==> src/rtl/fixed_point_pkg.sv <==
// rtl/fixed_point_pkg.sv - shared fixed-point widths, range helpers and divider state type
package fixed_point_pkg;

    localparam int FIXED_POINT_LENGTH_DEFAULT   = 16;
    localparam int FIXED_POINT_POSITION_DEFAULT = 10;

    typedef enum logic [1:0] {
        IDLE   = 2'd0,
        DIVIDE = 2'd1,
        FINISH = 2'd2
    } div_state_e;

    // Largest two's-complement value representable in 'width' bits
    function automatic longint fp_max_value(input int width);
        return (longint'(1) <<< (width - 1)) - longint'(1);
    endfunction

    // Most negative two's-complement value representable in 'width' bits
    function automatic longint fp_min_value(input int width);
        return -(longint'(1) <<< (width - 1));
    endfunction

endpackage

==> src/rtl/fixed_point_saturator.sv <==
// rtl/fixed_point_saturator.sv - narrows a wide signed value to OUT_WIDTH bits, clamping or wrapping
module fixed_point_saturator
    import fixed_point_pkg::*;
#(
    parameter int IN_WIDTH  = 27,
    parameter int OUT_WIDTH = 16,
    parameter bit SATURATE  = 1'b1
) (
    input  logic signed [IN_WIDTH-1:0]  value_in,
    output logic        [OUT_WIDTH-1:0] value_out,
    output logic                        overflow_out
);

    localparam logic signed [IN_WIDTH-1:0] MAX_W = IN_WIDTH'(fp_max_value(OUT_WIDTH));
    localparam logic signed [IN_WIDTH-1:0] MIN_W = IN_WIDTH'(fp_min_value(OUT_WIDTH));

    logic above;
    logic below;

    // Range test on the full-width value; the overflow flag is reported whether or not we clamp
    always_comb begin
        above        = value_in > MAX_W;
        below        = value_in < MIN_W;
        overflow_out = above | below;
        value_out    = value_in[OUT_WIDTH-1:0];
        if (SATURATE && above) begin
            value_out = MAX_W[OUT_WIDTH-1:0];
        end else if (SATURATE && below) begin
            value_out = MIN_W[OUT_WIDTH-1:0];
        end
    end

endmodule

==> src/rtl/signed_fixed_point_divider.sv <==
// rtl/signed_fixed_point_divider.sv - restoring signed fixed-point divider; SIGNED_FIXED_POINT_DIVIDER_SATURATION_EN clamps overflow
module signed_fixed_point_divider
    import fixed_point_pkg::*;
#(
    parameter int FIXED_POINT_LENGTH   = FIXED_POINT_LENGTH_DEFAULT,
    parameter int FIXED_POINT_POSITION = FIXED_POINT_POSITION_DEFAULT
) (
    input  logic                          clk_in,
    input  logic                          rst_n_in,
    input  logic                          start_in,
    input  logic [FIXED_POINT_LENGTH-1:0] dividend_in,
    input  logic [FIXED_POINT_LENGTH-1:0] divisor_in,
    output logic                          busy_out,
    output logic                          done_out,
    output logic [FIXED_POINT_LENGTH-1:0] quotient_out,
    output logic                          overflow_out,
    output logic                          div_by_zero_out
);

    localparam int N  = FIXED_POINT_LENGTH;
    localparam int F  = FIXED_POINT_POSITION;
    localparam int W  = N + F;
    localparam int RW = N + 1;
    localparam int CW = $clog2(W);
    localparam logic [CW-1:0] COUNT_INIT = CW'(W - 1);
    localparam logic [N-1:0]  Q_MAX      = N'(fp_max_value(N));
    localparam logic [N-1:0]  Q_MIN      = N'(fp_min_value(N));
`ifdef SIGNED_FIXED_POINT_DIVIDER_SATURATION_EN
    localparam bit SATURATE = 1'b1;
`else
    localparam bit SATURATE = 1'b0;
`endif

    div_state_e state;
    div_state_e state_next;

    logic [N-1:0]        divisor_mag;
    logic [W-1:0]        numerator;
    logic [W-1:0]        quotient_mag;
    logic [N:0]          remainder;
    logic [CW-1:0]       count;
    logic                result_neg;
    logic                dividend_neg;
    logic                zero_divisor;

    logic [N-1:0]        dividend_abs;
    logic [N-1:0]        divisor_abs;
    logic [N+1:0]        rem_shift;
    logic                rem_ge;
    logic signed [W:0]   result_wide;
    logic [N-1:0]        sat_value;
    logic                sat_overflow;

    // Operand magnitudes; the most negative value maps to 2^(N-1), which still fits unsigned
    always_comb begin
        dividend_abs = dividend_in[N-1] ? (~dividend_in) + N'(1) : dividend_in;
        divisor_abs  = divisor_in[N-1]  ? (~divisor_in)  + N'(1) : divisor_in;
    end

    // One restoring step: bring in the next numerator bit and trial-subtract the divisor
    always_comb begin
        rem_shift   = {remainder, numerator[W-1]};
        rem_ge      = rem_shift >= {2'b00, divisor_mag};
        result_wide = result_neg ? -$signed({1'b0, quotient_mag}) : $signed({1'b0, quotient_mag});
    end

    fixed_point_saturator #(
        .IN_WIDTH  (W + 1),
        .OUT_WIDTH (N),
        .SATURATE  (SATURATE)
    ) u_saturator (
        .value_in     (result_wide),
        .value_out    (sat_value),
        .overflow_out (sat_overflow)
    );

    // State register
    always_ff @(posedge clk_in or negedge rst_n_in) begin
        if (!rst_n_in) begin
            state <= IDLE;
        end else begin
            state <= state_next;
        end
    end

    // Next state: accept in IDLE, fixed N+F iterations in DIVIDE, single FINISH cycle
    always_comb begin
        state_next = state;
        case (state)
            IDLE:    if (start_in) state_next = DIVIDE;
            DIVIDE:  if (count == '0) state_next = FINISH;
            FINISH:  state_next = IDLE;
            default: state_next = IDLE;
        endcase
    end

    // Operand capture, iteration datapath and registered result outputs
    always_ff @(posedge clk_in or negedge rst_n_in) begin
        if (!rst_n_in) begin
            divisor_mag     <= '0;
            numerator       <= '0;
            quotient_mag    <= '0;
            remainder       <= '0;
            count           <= '0;
            result_neg      <= 1'b0;
            dividend_neg    <= 1'b0;
            zero_divisor    <= 1'b0;
            busy_out        <= 1'b0;
            done_out        <= 1'b0;
            quotient_out    <= '0;
            overflow_out    <= 1'b0;
            div_by_zero_out <= 1'b0;
        end else begin
            done_out <= 1'b0;
            case (state)
                IDLE: begin
                    if (start_in) begin
                        divisor_mag  <= divisor_abs;
                        numerator    <= {dividend_abs, {F{1'b0}}};
                        quotient_mag <= '0;
                        remainder    <= '0;
                        count        <= COUNT_INIT;
                        result_neg   <= dividend_in[N-1] ^ divisor_in[N-1];
                        dividend_neg <= dividend_in[N-1];
                        zero_divisor <= (divisor_in == '0);
                        busy_out     <= 1'b1;
                    end
                end
                DIVIDE: begin
                    numerator    <= {numerator[W-2:0], 1'b0};
                    remainder    <= rem_ge ? RW'(rem_shift - {2'b00, divisor_mag}) : rem_shift[N:0];
                    quotient_mag <= {quotient_mag[W-2:0], rem_ge};
                    if (count != '0) begin
                        count <= count - CW'(1);
                    end
                end
                FINISH: begin
                    busy_out <= 1'b0;
                    done_out <= 1'b1;
                    if (zero_divisor) begin
                        // Divide by zero keeps the fixed latency and reports a signed full-scale value
                        quotient_out    <= dividend_neg ? Q_MIN : Q_MAX;
                        overflow_out    <= 1'b0;
                        div_by_zero_out <= 1'b1;
                    end else begin
                        quotient_out    <= sat_value;
                        overflow_out    <= sat_overflow;
                        div_by_zero_out <= 1'b0;
                    end
                end
                default: ;
            endcase
        end
    end

endmodule
==> config.mk <==
export PLATFORM = sky130hd
export DESIGN_NAME = signed_fixed_point_divider
export DESIGN_NICKNAME = d
export VERILOG_FILES = /design/src/rtl/fixed_point_pkg.sv /design/src/rtl/fixed_point_saturator.sv /design/src/rtl/signed_fixed_point_divider.sv
export SDC_FILE = /design/constraint.sdc
export NUM_CORES = 1
export LEC_CHECK = 0
export CORE_ASPECT_RATIO = 1.25
export CORE_MARGIN = 1
export CORE_UTILIZATION = 40
export CTS_CLUSTER_SIZE = 40
export DETAILED_ROUTE_END_ITERATION = 8
export GPL_TIMING_DRIVEN = 0
export PLACE_DENSITY = 0.61
export SYNTH_ARGS = -nofsm -noshare
export SYNTH_HDL_FRONTEND = slang
export SYNTH_HIERARCHICAL = 1
export SYNTH_SLANG_ARGS = --single-unit
==> constraint.sdc <==
create_clock -name clk_in -period 5.4 [get_ports clk_in]
set_input_delay 0.54 -clock clk_in [delete_from_list [all_inputs] [get_ports clk_in]]
set_output_delay 0.54 -clock clk_in [all_outputs]
set_load 0.01 [all_outputs]
==> summary.md <==
| Metric | Value |
|---|---|
| Initial Utilization | 41.47% |
| DP HPWL | 12.45 mm |
| Vias in the first global route | 5533 |
| Storage element area | 2628 sq um |
| Worst EP arrival | 3080 ps |
| Syn avg cell area | 8.893 sq um |
| GPL Wtd Cong | 0.8900 |
| Crit Path Class | reg2reg |
| Layout area overhead | 16.86% |
| Nets | 857 |
| Routed wire length | 16.49 mm |
| Post-placement cell count | 1001 |
| Cell-internal power | 0.002764 W |
| Rel. slew slack | 59.30% |
| Crit-path max FO | 5 |
| CP Capture Type | register |
| Startpoint types | register |
| Crit-path cells | or4_4 > o41ai_4 > nand2_2 > a21o_1 > a21oi_1 > xnor2_1 > nor4_1 > a31oi_1 > nand3_1 > o21ai_0 |
| CTS tree | yes |
| CTS Sinks | 105 |
| Async set-reset flop share out of synthesis | 100.0% |
| Max Transition Viols Final | 0 |
| Post-synth EDFFs | 0 |
| Fin crit period | 2850 ps |
| Unrepaired setup endpoints after global routing | false |
| Post-CTS Setup Inserts | 0 |
| Total gr overflow | 0 |
| Root Driver | clkbuf_16 |
| First-pass GRT wire length | 27.27 mm |
| Status | finished clean |
| Multi-input gate area | 3483 sq um |
| Slowest stage delay, CP | 590 ps |
| Die area | 16860 sq um |
| R2R depth | 10 |
| Max Clk Rate | 350.9 MHz |
| Final setup violation count | 0 |
| CTS Buffer Depth | 2 |
| Die width | 116.3 um |
| CTS clk-pin slew, worst paths | 80 ps |
| Yosys reg bits | 105 |
| Synth Flop Type | dfrtp_1 |
| Pwr Density | 643.9 nW/um^2 |
| Layout cells sized above 1 | 7.578% |
| GRT Overall Usage | 20.43% |
| Post-CTS Resized | 0 |
| Port Buffers | 53 |
| VDD IR max | 0.2128 mV |
| Final Hold Vio Count | 0 |
| Drt wl/cell | 16.21 um |
| Post-layout instance count excluding filler cells | 1017 |
| HP Class | in2async |
| Largest net degree at the start of global routing | 71 |
| Mapped Cells | 735 |
| Number of cell rows | 51 |
| Min Hold Slack | 141.3 ps |
| Vias per inst | 5.578 |
| ANT nets after route | 0 |
| Total CTS buffers | 9 |
| Router iterations before antenna repair | 6 |
| LEAKAGE | 3.191 nW |
| Vias | 5673 |
| Register area share after synthesis | 40.20% |
| Psw | 0.002154 W |
| Post-Syn Area | 6536 sq um |
| Worst-case clock skew | 10.69 ps |
| Clock network fraction of total power | 13.0% |
| Period utilisation layout | 52.78% |
| Post-route DRC | 0 |
| Critical path required time | 5630 ps |
| Slowest cell on crit path | or4_4 |
| Fill count | 1512 |
| Hold_buf cts | 0 |
| MaxCap Viol Count | 0 |
| Syn_nets | 792 |
| H-tree levels | 3 |
| Least-Margin Pin Slew | 610.5 ps |
| IO Pins | 55 |
| Synthesis Warnings | 6 |
| Clk_lat worst skew | 360 ps |
| Sw Ratio | 43.79% |
| Initial antenna violation count | 0 |
| Initial DRC Count | 301 |
| CORE AREA | 15760 sq um |
| Vert. Die Dim | 144.9 um |
| Comb pwr share | 57.9% |
| Netlist cell types | 66 |
| Register share of total power | 29.2% |
| ANT cells | 0 |
cells by family (layout without fill, tap and decap cells):
logic type,Yosys count,after routing,synth area share [%]
compound gates,224,224,23.05
xor+xnor,63,63,8.442
simple gates,224,224,16.85
fa+ha+maj,22,22,4.326
flops,105,105,40.20
buf+inv,93,163,6.508
mux,4,4,0.6317
flip-flops by register name, indices dropped and copies added, names as in the netlist, 2 cells and up:
signal,cells
divisor_mag,16
remainder,17
quotient_mag,26
count,5
quotient_out,16
state,2
numerator,16
final timing paths:
kind	slack, ps	end	start
worst max-delay path	2550	overflow_out	quotient_mag[8]
worst min-delay path	140	quotient_out[0]	rst_n_in
worst max register to register	2550	overflow_out	quotient_mag[8]
worst min register to register	480	divisor_mag[8]	divisor_mag[8]
max in group asynchronous	4540	remainder[6]	rst_n_in
min in group clk_in	480	divisor_mag[8]	divisor_mag[8]
cell usage after synthesis, drive strengths merged, types with 3 or more instances:
cell    count  area [sq um]
and3        5         31.28
nor4       10         75.07
a21oi      58         294.0
or3         5         36.28
o311ai      6         52.55
xor2       33         289.0
nand2      79         299.0
a22o       23         204.0
nor2       48         182.7
nand2b     12         75.07
mux2i       3         30.03
a21o        6         45.04
a22oi      12         90.09
ha         21         262.8
or2         4         25.03
nand4      16         100.1
a41oi       6         52.55
nor2b       4         25.02
o41ai       9         105.1
and2        6         37.54
nand3      12         60.06
xnor2      30         262.8
a31oi       3         18.77
inv        33         123.9
dfrtp     105          2628
o31a        4         35.03
or4         5         41.29
o31ai      20         150.1
buf        27         177.7
nand3b      3         22.52
o211ai      6         50.05
clkbuf     32         120.1
o21ai      56         280.3
nor3       11         55.05
power by group through the flow:
stage / clock network (W) / registers [W] / logic (W)
2_1_floorplan: 0 / 0.00138 / 0.00216
3_3_place_gp: 0 / 0.00143 / 0.00276
3_5_place_dp: 0 / 0.00144 / 0.00283
4_1_cts: 0.000650 / 0.00143 / 0.00284
5_1_grt: 0.000681 / 0.00148 / 0.00317
6_report: 0.000637 / 0.00143 / 0.00285
metrics by stage:
step / cell area (sq um) / total power, W / utilization (%) / TNS, ps / worst slack (ps)
after floorplan: 6536 / 0.003535 / - / 0 / 2978
after global placement: 7332 / 0.004195 / 46.52 / -19960 / -199.4
after detailed placement: 7357 / 0.004274 / 46.68 / 0 / 2548
after CTS: 7639 / 0.004922 / 48.46 / 0 / 2538
after global routing: 7639 / 0.005328 / 48.46 / 0 / 2304
final: 7639 / 0.004918 / 48.46 / 0 / 2550
critical path: cells and delay by family (launching register included):
| family | cells | cell delay, ps |
|---|---|---|
| AND/OR/NAND/NOR | 4 | 1180 |
| AO/OA/AOI/OAI | 5 | 1000 |
| XOR/XNOR | 1 | 100 |
| flip-flops | 1 | 440 |
area by class of cell:
type,count,share of cell area (%)
plain buffers,59,3.898
clock buffers,11,3.178
clock inverters,5,0.5078
inverters,34,1.671
multi-input cells,537,45.60
flip-flops and latches,105,34.40
well taps,212,3.473
repair buffers,54,7.273
placed cells by master (no fill, tap or decap), types with 7 or more instances in the layout:
cell type	instances
a21oi_1	57
a22o_1	21
a22oi_1	12
buf_2	7
buf_4	19
clkbuf_1	33
clkbuf_16	9
clkdlybuf4s50_1	52
dfrtp_1	105
ha_1	21
inv_1	33
nand2_1	78
nand2b_1	12
nand3_1	12
nand4_1	16
nor2_1	47
nor3_1	11
nor4_1	8
o21ai_0	53
o31ai_1	20
o41ai_1	7
xnor2_1	30
xor2_1	33
per-layer routing:
layer  track usage, %  routed length (um)
met1            24.76                6960
met2            35.30                8482
met3            2.840                 648
met4            8.974                 395
met5                0                   0
Note: power is estimated with default switching activity, not from simulation.
